## config.mk

```make
export PLATFORM = sky130hd
export DESIGN_NAME = button_param_scheduler
export DESIGN_NICKNAME = d
export VERILOG_FILES = /design/src/rtl/button_param_scheduler.sv
export SDC_FILE = /design/constraint.sdc
export NUM_CORES = 1
export LEC_CHECK = 0
export CAP_MARGIN = 0
export CELL_PAD_IN_SITES_DETAIL_PLACEMENT = 1
export CELL_PAD_IN_SITES_GLOBAL_PLACEMENT = 1
export CORE_UTILIZATION = 35
export DETAILED_ROUTE_END_ITERATION = 8
export PLACE_DENSITY = 0.65
export SYNTH_ARGS = -nofsm -noshare
export SYNTH_HDL_FRONTEND = slang
export SYNTH_SLANG_ARGS = --single-unit
```

## constraint.sdc

```tcl
create_clock -name i_CLK -period 3.7 [get_ports i_CLK]
set_input_delay 0.555 -clock i_CLK [delete_from_list [all_inputs] [get_ports i_CLK]]
set_output_delay 0.555 -clock i_CLK [all_outputs]
set_load 0.02 [all_outputs]
```

## src/rtl/button_param_scheduler.sv

```systemverilog
// Debounced inc/dec/select buttons step one of N_PARAM saturating parameters.
// Define BUTTON_AUTO_REPEAT_EN to make a held inc/dec button step repeatedly.
module button_param_scheduler #(
  parameter int N_PARAM       = 4,
  parameter int N_BIT         = 8,
  parameter int STEP          = 1,
  parameter int VAL_MIN       = 0,
  parameter int VAL_MAX       = 255,
  parameter int VAL_RST       = 0,
  parameter int DEBOUNCE_CYC  = 50000,
  parameter int REPEAT_DELAY  = 25000000,
  parameter int REPEAT_PERIOD = 5000000
) (
  input  logic                       i_CLK,
  input  logic                       i_RST,
  input  logic                       i_inc_btn,
  input  logic                       i_dec_btn,
  input  logic                       i_sel_btn,
  output logic [N_PARAM*N_BIT-1:0]   o_params,
  output logic [N_BIT-1:0]           o_value,
  output logic [$clog2(N_PARAM)-1:0] o_sel,
  output logic                       o_update
);

  localparam int SW = $clog2(N_PARAM);
  localparam int W1 = N_BIT + 1;
  localparam int DW = $clog2(DEBOUNCE_CYC + 1);
  localparam logic [W1-1:0] L_STEP     = W1'(STEP);
  localparam logic [W1-1:0] L_MAX      = W1'(VAL_MAX);
  localparam logic [W1-1:0] L_MIN_STEP = W1'(VAL_MIN + STEP);
  localparam logic [DW-1:0] L_DB_LAST  = DW'(DEBOUNCE_CYC - 1);
  localparam logic [SW-1:0] L_SEL_LAST = SW'(N_PARAM - 1);

  if (N_PARAM < 2 || DEBOUNCE_CYC < 1 ||
      REPEAT_DELAY < 1 || REPEAT_PERIOD < 1) begin : g_bad_cfg
    $error("button_param_scheduler: bad parameters");
  end

  typedef enum logic [1:0] {
    S_IDLE,
    S_HOLD,
    S_LOCK
  } state_t;

  state_t            r_state;
  state_t            w_state_nx;
  logic [2:0]        r_sync1;
  logic [2:0]        r_sync2;
  logic [2:0]        r_last;
  logic [2:0]        r_deb;
  logic [2:0]        r_hold;
  logic [DW-1:0]     r_db_cnt;
  logic [2:0]        w_pressed;
  logic [N_BIT-1:0]  r_params [N_PARAM];
  logic [SW-1:0]     r_sel;
  logic              r_update;
  logic              w_do_inc;
  logic              w_do_dec;
  logic              w_do_sel;
  logic              w_load_hold;
  logic              w_expire;
  logic [N_BIT-1:0]  w_cur_val;
  logic [N_BIT-1:0]  w_new_val;
  logic [W1-1:0]     w_cur;
  logic [W1-1:0]     w_inc_sum;

  // Buttons are active-low; P = {sel,dec,inc} pressed
  assign w_pressed = ~r_sync2;

  always_ff @(posedge i_CLK) begin
    if (i_RST) begin
      r_sync1  <= 3'b111;
      r_sync2  <= 3'b111;
      r_last   <= '0;
      r_db_cnt <= '0;
      r_deb    <= '0;
    end else begin
      r_sync1 <= {i_sel_btn, i_dec_btn, i_inc_btn};
      r_sync2 <= r_sync1;
      if (w_pressed != r_last) begin
        r_last   <= w_pressed;
        r_db_cnt <= '0;
      end else if (r_db_cnt != L_DB_LAST) begin
        r_db_cnt <= r_db_cnt + DW'(1);
      end else begin
        r_deb <= r_last;
      end
    end
  end

`ifdef BUTTON_AUTO_REPEAT_EN
  localparam int TMAX = (REPEAT_DELAY > REPEAT_PERIOD) ?
                        REPEAT_DELAY : REPEAT_PERIOD;
  localparam int TW = $clog2(TMAX + 1);

  logic [TW-1:0] r_timer;

  assign w_expire = (r_timer <= TW'(1));

  always_ff @(posedge i_CLK) begin
    if (i_RST) begin
      r_timer <= '0;
    end else if (w_load_hold) begin
      r_timer <= TW'(REPEAT_DELAY);
    end else if (r_state == S_HOLD && w_state_nx == S_HOLD) begin
      if (w_expire) r_timer <= TW'(REPEAT_PERIOD);
      else          r_timer <= r_timer - TW'(1);
    end
  end
`else
  assign w_expire = 1'b0;
`endif

  always_comb begin
    w_state_nx  = r_state;
    w_do_inc    = 1'b0;
    w_do_dec    = 1'b0;
    w_do_sel    = 1'b0;
    w_load_hold = 1'b0;
    unique case (r_state)
      S_IDLE: begin
        if ($onehot(r_deb)) begin
          w_do_inc    = r_deb[0];
          w_do_dec    = r_deb[1];
          w_do_sel    = r_deb[2];
          w_load_hold = 1'b1;
          w_state_nx  = S_HOLD;
        end else if (r_deb != 3'b000) begin
          w_state_nx = S_LOCK;
        end
      end
      S_HOLD: begin
        if (r_deb == 3'b000) begin
          w_state_nx = S_IDLE;
        end else if (r_deb != r_hold) begin
          w_state_nx = S_LOCK;
        end else if (w_expire && !r_hold[2]) begin
          w_do_inc = r_hold[0];
          w_do_dec = r_hold[1];
        end
      end
      S_LOCK: begin
        if (r_deb == 3'b000) w_state_nx = S_IDLE;
      end
      default: w_state_nx = S_IDLE;
    endcase
  end

  // Saturation tests run one bit wider so nothing wraps
  assign w_cur_val = r_params[r_sel];
  assign w_cur     = {1'b0, w_cur_val};
  assign w_inc_sum = w_cur + L_STEP;

  always_comb begin
    w_new_val = w_cur_val;
    unique case (1'b1)
      w_do_inc:
        w_new_val = (w_inc_sum > L_MAX) ?
                    N_BIT'(VAL_MAX) : w_inc_sum[N_BIT-1:0];
      w_do_dec:
        w_new_val = (w_cur < L_MIN_STEP) ?
                    N_BIT'(VAL_MIN) : N_BIT'(w_cur - L_STEP);
      default: w_new_val = w_cur_val;
    endcase
  end

  always_ff @(posedge i_CLK) begin
    if (i_RST) begin
      r_state  <= S_IDLE;
      r_hold   <= '0;
      r_sel    <= '0;
      r_update <= 1'b0;
      for (int k = 0; k < N_PARAM; k++) begin
        r_params[k] <= N_BIT'(VAL_RST);
      end
    end else begin
      r_state <= w_state_nx;
      if (w_load_hold) r_hold <= r_deb;
      if (w_do_sel) begin
        r_sel <= (r_sel == L_SEL_LAST) ? '0 : r_sel + SW'(1);
      end
      r_params[r_sel] <= w_new_val;
      r_update        <= (w_new_val != w_cur_val);
    end
  end

  for (genvar k = 0; k < N_PARAM; k++) begin : g_out
    assign o_params[k*N_BIT +: N_BIT] = r_params[k];
  end

  assign o_value  = w_cur_val;
  assign o_sel    = r_sel;
  assign o_update = r_update;

endmodule

```

==> out/summary.log, run 1 <==
INFO  setup_path     crit_required=3980ps
INFO  pwr            power.share.switching=0.283
INFO  pwr            p_sw=481µW
INFO  drt            detailroute.via_count=3257
INFO  pwr            vdd.ir_drop.worst=0.214mV
INFO  clock_network  h-tree-depth=3
INFO  setup_path     timing.critical_path.to_type=flip-flop
INFO  timing         max_clock_freq=0.304GHz
INFO  setup_path     timing.critical_path.cells=inv_1 > fa_1 > or4b_1 > nor2_1 > buf_4 > o21ai_0 > a2111o_1 > o2111ai_1 > nor4bb_1 > a31oi_1
INFO  min_path       worst_hold_path_type=flip-flop to flip-flop
INFO  final_layout   area_growth=21.0%
INFO  setup_path     critical_path_class=flip-flop to flip-flop
INFO  logic_synthesis synth.ff_latch_count=70
INFO  timing         final.period_utilization=0.888
INFO  pwr            p_comb_frac=0.149
INFO  logic_synthesis synth_async_sr_flop_share=0
INFO  clock_network  clock_insertion_delay_worst_skew=360ps
INFO  logic_synthesis syn-mean-instance-area=9.64µm²
INFO  pwr            power.clock.fraction=0.350
INFO  clock_network  cts.repair.resized=0
INFO  clock_network  cts.reportedPaths.clkPinSlew=90ps
INFO  logic_synthesis count_of_different_cell_masters_after_synthesis=63
INFO  timing         fin_crit=3280ps
INFO  logic_synthesis synth_mux_area_frac=0.0676
INFO  logic_synthesis synth.cell_area=3760µm²
INFO  clock_network  tritoncts_sink_count=70
INFO  final_layout   layout.cells.most_common=sky130_fd_sc_hd__nor2_1
INFO  setup_path     timing.critical_path.max_delay_family=compound AO/OA/AOI/OAI gates
INFO  grt            track_usage=0.213
INFO  floorplan      floorplan.die.width=106µm
INFO  drt            vias_per_cell=5.65
INFO  pwr            power.static_leakage=1.59nW
INFO  final_layout   antennaDiodeCount=0
INFO  floorplan      number_of_top_level_pins=48
INFO  logic_synthesis synth_cells=390
INFO  timing         timing.final.max_slew_violations=0
INFO  setup_path     worst_path_largest_cell_delay=640ps
INFO  logic_synthesis synthXorXnorAreaFrac=0.0512
INFO  placement      postPlaceCellArea=4370µm²
INFO  floorplan      die_footprint=11200µm²
INFO  floorplan      rows=37
INFO  floorplan      start_util=0.363
INFO  timing         slew-limit-headroom=0.579
INFO  logic_synthesis synth_compound_area_frac=0.110
INFO  grt            grt_start_max_net_pins=30
INFO  setup_path     cp.arrival=3560ps
INFO  drt            drt_wl_total=11200µm
INFO  setup_path     cp_num_buf_inv=2
INFO  logic_synthesis synth-adder-area-share=0.0220
INFO  pwr            fin_total_pwr=1.70mW
INFO  logic_synthesis synth_flop_cell=sky130_fd_sc_hd__dfxtp_1
INFO  pwr            power.share.sequential=0.501
INFO  drt            post-route-drc-count=0
INFO  placement      buffer_ports.inserted=47
INFO  pwr            power.density_cell_area=373nW/µm²
INFO  drt            route.detailed.wl_per_inst=19.5µm
INFO  clock_network  cts_buffers=9
INFO  final_layout   finalNetCount=446
INFO  final_layout   fin_area=4550µm²
INFO  timing         fin_skew=11.8ps
INFO  drt            drt-initial-drc-count=312
INFO  drt            ant_nets=0
INFO  logic_synthesis ys_seq_area_frac=0.458
INFO  final_layout   share_of_layout_cells_above_drive_strength_1=0.127
INFO  logic_synthesis ys_warn_count=0
INFO  grt            first_pass_grt_wire_length=18000µm
INFO  pwr            power_report.internal_total=1.22mW
INFO  timing         tightest_slew=625ps
INFO  logic_synthesis post_synth_and_or_nand_nor_area_fraction=0.251
INFO  clock_network  clockBufferDepth=2
INFO  placement      post_detailed_placement_half_perimeter_wirelength=8160µm
INFO  timing         setup_tns=0ps
INFO  timing         final-setup-viol-count=0
INFO  final_layout   final_cell_mix=sky130_fd_sc_hd__nor2_1 (67), sky130_fd_sc_hd__clkdlybuf4s50_1 (47), sky130_fd_sc_hd__dfxtp_1 (38)
INFO  logic_synthesis synth_top_family_by_area=simple AND/OR/NAND/NOR gates
INFO  setup_path     worstSetupStartpointType=flip-flop
INFO  clock_network  hold_buffers=0
INFO  grt            grt_antenna_before_repair=0
INFO  setup_path     timing.critical_path.fanout_max=9
INFO  drt            detailedRoute.firstPassIterationCount=5
INFO  logic_synthesis synth_enable_flop_cells=32
INFO  floorplan      placeableCoreArea=10400µm²
INFO  clock_network  ctsRootBufferMaster=sky130_fd_sc_hd__clkbuf_8
INFO  placement      final_wtd_congestion=0.896
INFO  run_status     run_status=finished, final reports clean
INFO  clock_network  cts_tree=done
INFO  grt            grt_pass1_vias=3271
INFO  timing         rsz0062_at_grt=false
INFO  clock_network  post-cts-setup-buffers=0
INFO  timing         timing_hold_violations_final=0
INFO  flow_run       max_cap_violations=0
INFO  floorplan      die-height=106µm
INFO  setup_path     critical_path.slowest_cell=sky130_fd_sc_hd__or4b_1
INFO  logic_synthesis synth_fp_nets=401
INFO  grt            grt_remaining_overflow=0
## sequential cells by signal, summed over array words and instances (netlist names), named ones only
| signal | flops |
|---|---|
| r_params | 32 |
| r_db_cnt | 16 |
| r_deb | 3 |
| r_hold | 3 |
| r_last | 3 |
| r_sync1 | 3 |
| r_sync2 | 3 |
| o_sel | 2 |
| r_state | 2 |
| o_update | 1 |
## cell usage after synthesis (all sizes together), types with 4 or more instances
master  count  area share
dfxtp      38        0.20
a21oi      16       0.021
inv         8      0.0080
nor4        8       0.017
mux2i       4       0.011
nor2       67       0.067
and3        5      0.0083
nand3b      4      0.0080
nand2b      4      0.0067
xor2       15       0.035
ha          5       0.017
nand3      15       0.021
nor4b       4       0.011
buf        10       0.018
o22ai       4      0.0067
nand2      30       0.031
clkbuf     15       0.015
edfxtp     32        0.26
or2         8       0.013
nor3       14       0.021
xnor2       7       0.016
o21ai      13       0.017
mux4        8       0.048
nand4       8       0.013
## layout make-up
class / count / area [µm²]
fill: 1222 / 5820
multi-input combinational: 287 / 1890
sequential: 70 / 1720
timing repair buffer: 59 / 561
tap: 136 / 170
clock buffer: 13 / 163
inverter: 8 / 30.0
clock inverter: 3 / 18.8
## metal layers
layer,GRT usage,share of wire,vias to the layer above
met1,0.300,0.47,1628
li1,-,-,1504
met2,0.322,0.45,110
met4,0.0784,0.016,0
met3,0.0402,0.057,15
met5,0,0,-
## metrics by stage
step           hold slack, ps  std cells  setup slack (ps)  utilization
5_1_grt                   430        576               175        0.439
4_1_cts                   418        576               413        0.439
6_report                  415        576               416        0.439
3_5_place_dp              399        560               467        0.421
2_1_floorplan             389        390               482            -
3_3_place_gp              390        560               521        0.421
## power by group through the flow
stage / clock network, mW / registers, mW / logic (mW)
after global placement: 0 / 0.868 / 0.251
after CTS: 0.606 / 0.851 / 0.254
after detailed placement: 0 / 0.869 / 0.253
after floorplan: 0 / 0.887 / 0.135
after global routing: 0.637 / 0.854 / 0.272
final: 0.594 / 0.851 / 0.254
## worst paths after layout
path | start | endpoint | slack (ps) | depth (start not counted)
setup / recovery | r_deb[0] | o_update | 420 | 10
hold / removal | r_sync1[1] | r_sync2[1] | 420 | 1
setup reg to reg | r_deb[0] | o_update | 420 | 10
hold reg to reg | r_sync1[1] | r_sync2[1] | 420 | 1
## worst reg2reg max path: stages (launching register included)
cell                        delay [ps]
sky130_fd_sc_hd__dfxtp_1           510
sky130_fd_sc_hd__inv_1             240
sky130_fd_sc_hd__fa_1              540
sky130_fd_sc_hd__or4b_1            640
sky130_fd_sc_hd__nor2_1            140
sky130_fd_sc_hd__buf_4             160
sky130_fd_sc_hd__o21ai_0           110
sky130_fd_sc_hd__a2111o_1          430
sky130_fd_sc_hd__o2111ai_1         110
sky130_fd_sc_hd__nor4bb_1           80
sky130_fd_sc_hd__a31oi_1           220
## kinds of logic (layout without fill, tap and decap cells)
| family | Yosys count | count (layout) |
|---|---|---|
| compound gates | 60 | 60 |
| xor+xnor | 22 | 22 |
| fa+ha+maj | 6 | 6 |
| buf+inv | 33 | 83 |
| flops | 70 | 70 |
| mux | 15 | 15 |
| simple gates | 184 | 184 |
(Power assumes the default switching activity.)
==> inputs of run 2 (changes only) <==
--- a/config.mk
+++ b/config.mk
@@ -8,6 +8,7 @@
 export CAP_MARGIN = 0
 export CELL_PAD_IN_SITES_DETAIL_PLACEMENT = 1
 export CELL_PAD_IN_SITES_GLOBAL_PLACEMENT = 1
+export CORE_MARGIN = 1.5
 export CORE_UTILIZATION = 35
 export DETAILED_ROUTE_END_ITERATION = 8
 export PLACE_DENSITY = 0.65
==> run 2 against run 1 <==
Against the previous run: first-iteration DRC count is 46% lower; clock power fell by 2%; highest routed layer unchanged; via count down 3.1%; non-clock buffer count is 3 lower; hold slack better by 2.4 ps; critical path type unchanged; critical path depth decreased by 1; sequential share of layout area increased by 0.20 points; final cell count down 0.52%; maximum frequency shrank 5.4%; wire length increased by 1.3%.
==> out/summary.log, run 2 (synthesis gave the netlist of run 1 again) <==
INFO  placement      final_wtd_congestion=0.925 [+3.2%]
INFO  setup_path     timing.critical_path.fanout_max=9 [unchanged]
INFO  clock_network  hold_buffers=0 [unchanged]
INFO  pwr            power.density_cell_area=373nW/µm² [-0.12%]
INFO  drt            post-route-drc-count=0 [unchanged]
INFO  placement      dpl.cell_count=557 [-0.54%]
INFO  setup_path     worst_setup_path_endpoint=o_update
INFO  min_path       worst_hold_path_type=flip-flop to flip-flop
INFO  clock_network  clockBufferDepth=2 [unchanged]
INFO  setup_path     timing.critical_path.cells=inv_1 > fa_1 > or4b_1 > nor2_1 > o21ai_0 > a2111o_1 > o2111ai_1 > nor4bb_1 > a31oi_1
INFO  clock_network  cts.repair.resized=0 [unchanged]
INFO  final_layout   final_cell_mix=sky130_fd_sc_hd__nor2_1 (67), sky130_fd_sc_hd__clkdlybuf4s50_1 (47), sky130_fd_sc_hd__dfxtp_1 (38)
INFO  floorplan      floorplan.die.width=107µm [+0.95%]
INFO  clock_network  cts_buffers=9 [unchanged]
INFO  setup_path     critical_path_class=flip-flop to flip-flop
INFO  grt            track_usage=0.214 [+0.00106]
INFO  timing         slew-limit-headroom=0.553 [-0.0257]
INFO  final_layout   post_layout_nonfiller_instances=573 [-0.52%]
INFO  final_layout   finalNetCount=443 [-0.67%]
INFO  final_layout   largest_register=r_params
INFO  setup_path     r2r-end=o_update
INFO  setup_path     crit_required=4000ps [+20 ps]
INFO  setup_path     setup.reg_to_reg.worst_slack=230ps [-190 ps]
INFO  setup_path     r2r.worst_path.cells=9 [-1]
INFO  floorplan      rows=37 [unchanged]
INFO  setup_path     critical_path_source=r_deb[0]
INFO  clock_network  cts.reportedPaths.clkPinSlew=80ps [about the same]
INFO  final_layout   fraction_of_the_core_area_covered_by_cells_at_the_end_of_the_flow=0.436 [-0.00229]
INFO  flow_run       max_cap_violations=0 [unchanged]
INFO  setup_path     worstSetupStartpointType=flip-flop
INFO  clock_network  clock_insertion_delay_worst_skew=380ps [+20 ps]
INFO  floorplan      die_footprint=11400µm² [+1.9%]
INFO  pwr            vdd.ir_drop.worst=0.304mV [+42%]
INFO  setup_path     r2r_start=r_deb[0]
INFO  pwr            power.static_leakage=1.56nW [-1.3%]
INFO  final_layout   n_fill_cell=1224 [+0.16%]
INFO  clock_network  cts_tree=done
INFO  setup_path     timing.critical_path.max_delay_family=simple AND/OR/NAND/NOR gates
INFO  timing         final-setup-viol-count=0 [unchanged]
INFO  drt            route.detailed.wl_per_inst=19.9µm [+1.8%]
INFO  clock_network  tritoncts_sink_count=70 [unchanged]
INFO  drt            drt-initial-drc-count=168 [-46%]
INFO  run_status     run_status=finished, final reports clean
INFO  final_layout   share_of_layout_cells_above_drive_strength_1=0.124 [-0.00370]
INFO  final_layout   fin_area=4530µm² [-0.52%]
INFO  drt            detailroute.via_count=3157 [-3.1%]
INFO  final_layout   layout.cells.most_common=sky130_fd_sc_hd__nor2_1
INFO  drt            detailedRoute.firstPassIterationCount=4 [-1]
INFO  final_layout   area_growth=20.4%
INFO  timing         timing.final.max_slew_violations=0 [unchanged]
INFO  pwr            fin_total_pwr=1.69mW [-0.64%]
INFO  placement      post_detailed_placement_half_perimeter_wirelength=8380µm [+2.7%]
INFO  final_layout   reg_top3=r_params x32, r_db_cnt x16
INFO  floorplan      placeableCoreArea=10400µm² [unchanged]
INFO  drt            vias_per_cell=5.51 [-2.6%]
INFO  timing         timing_hold_violations_final=0 [unchanged]
INFO  floorplan      die-height=107µm [+0.95%]
INFO  setup_path     cp.arrival=3770ps [+210 ps]
INFO  timing         tightest_slew=663ps [+38.2 ps]
INFO  grt            grt_start_max_net_pins=25 [-17%]
INFO  setup_path     cp_num_cells=9 [-1]
INFO  placement      dp_worst_setup_slack=339ps [-128 ps]
INFO  setup_path     critical_path.slowest_cell=sky130_fd_sc_hd__or4b_1
INFO  timing         max_clock_freq=0.288GHz [-5.4%]
INFO  setup_path     timing.critical_path.to_type=flip-flop
INFO  grt            grt_remaining_overflow=0 [unchanged]
INFO  timing         fin_skew=11.9ps [+0.0724 ps]
INFO  grt            first_pass_grt_wire_length=18300µm [+1.6%]
INFO  timing         rsz0062_at_grt=false
INFO  placement      postPlaceCellArea=4350µm² [-0.52%]
INFO  final_layout   largest_register_ffs=32 [unchanged]
INFO  timing         final_critical_path_setup_slack=229ps [-186 ps]
INFO  floorplan      number_of_top_level_pins=48 [unchanged]
INFO  drt            drt_wl_total=11400µm [+1.3%]
INFO  clock_network  post-cts-setup-buffers=0 [unchanged]
INFO  timing         setup_tns=0ps [unchanged]
INFO  clock_network  h-tree-depth=3 [unchanged]
INFO  setup_path     cp_num_buf_inv=1 [-1]
INFO  floorplan      start_util=0.363 [unchanged]
INFO  timing         final.period_utilization=0.938 [+0.0504]
INFO  setup_path     worst_path_largest_cell_delay=650ps [about the same]
INFO  timing         finalHoldWorstSlack=418ps [+2.40 ps]
INFO  final_layout   antennaDiodeCount=0 [unchanged]
INFO  placement      buffer_ports.inserted=47 [unchanged]
INFO  drt            ant_nets=0 [unchanged]
INFO  grt            grt_pass1_vias=3193 [-2.4%]
INFO  grt            grt_antenna_before_repair=0 [unchanged]
INFO  timing         fin_crit=3470ps [+186 ps]
INFO  clock_network  ctsRootBufferMaster=sky130_fd_sc_hd__clkbuf_8
## run 2: changes by cell type in the layout (fill, tap and decap cells not counted), sizes merged
cell / before / now
clkinvlp: 0 / 1
clkbuf: 13 / 9
inv: 8 / 11
buf: 12 / 9
## run 2: layout make-up
| cell class | count | area [µm²] | share of cell area |
|---|---|---|---|
| Clock buffer | 9 | 124 | 0.0274 |
| Timing Repair Buffer | 56 | 538 | 0.119 |
| Clock inverter | 7 | 56.3 | 0.0124 |
| Inverter | 8 | 30.0 | 0.00664 |
| Tap cell | 136 | 170 | 0.0376 |
| Sequential cell | 70 | 1720 | 0.380 |
| Multi-Input combinational cell | 287 | 1890 | 0.417 |
## run 2: layer usage
| layer | vias up | track usage | part of all wire |
|---|---|---|---|
| met5 | - | 0 | 0 |
| met2 | 80 | 0.338 | 0.47 |
| met1 | 1559 | 0.287 | 0.46 |
| met3 | 19 | 0.0486 | 0.049 |
| li1 | 1499 | - | - |
| met4 | 0 | 0.0752 | 0.023 |
## run 2: power breakdown
group | total, mW | switching (mW) | internal, mW | leakage [nW]
Combinational | 0.254 | 0.158 | 0.0958 | 0.831
Sequential | 0.852 | 0.0178 | 0.834 | 0.643
Clock | 0.582 | 0.331 | 0.251 | 0.0906
## run 2: worst min-delay path by stage
| stage | start | endpoint | slack (ps) | cells past startpoint |
|---|---|---|---|---|
| 6_report | r_sync1[2] | r_sync2[2] | 420 | 1 |
| 4_1_cts | r_sync1[2] | r_sync2[2] | 420 | 1 |
| 5_1_grt | r_sync1[2] | r_sync2[2] | 440 | 1 |
| 3_5_place_dp | r_sync1[1] | r_sync2[1] | 390 | 1 |
| 3_3_place_gp | r_sync1[0] | r_sync2[0] | 390 | 1 |
| 2_1_floorplan | r_sync1[0] | r_sync2[0] | 390 | 1 |
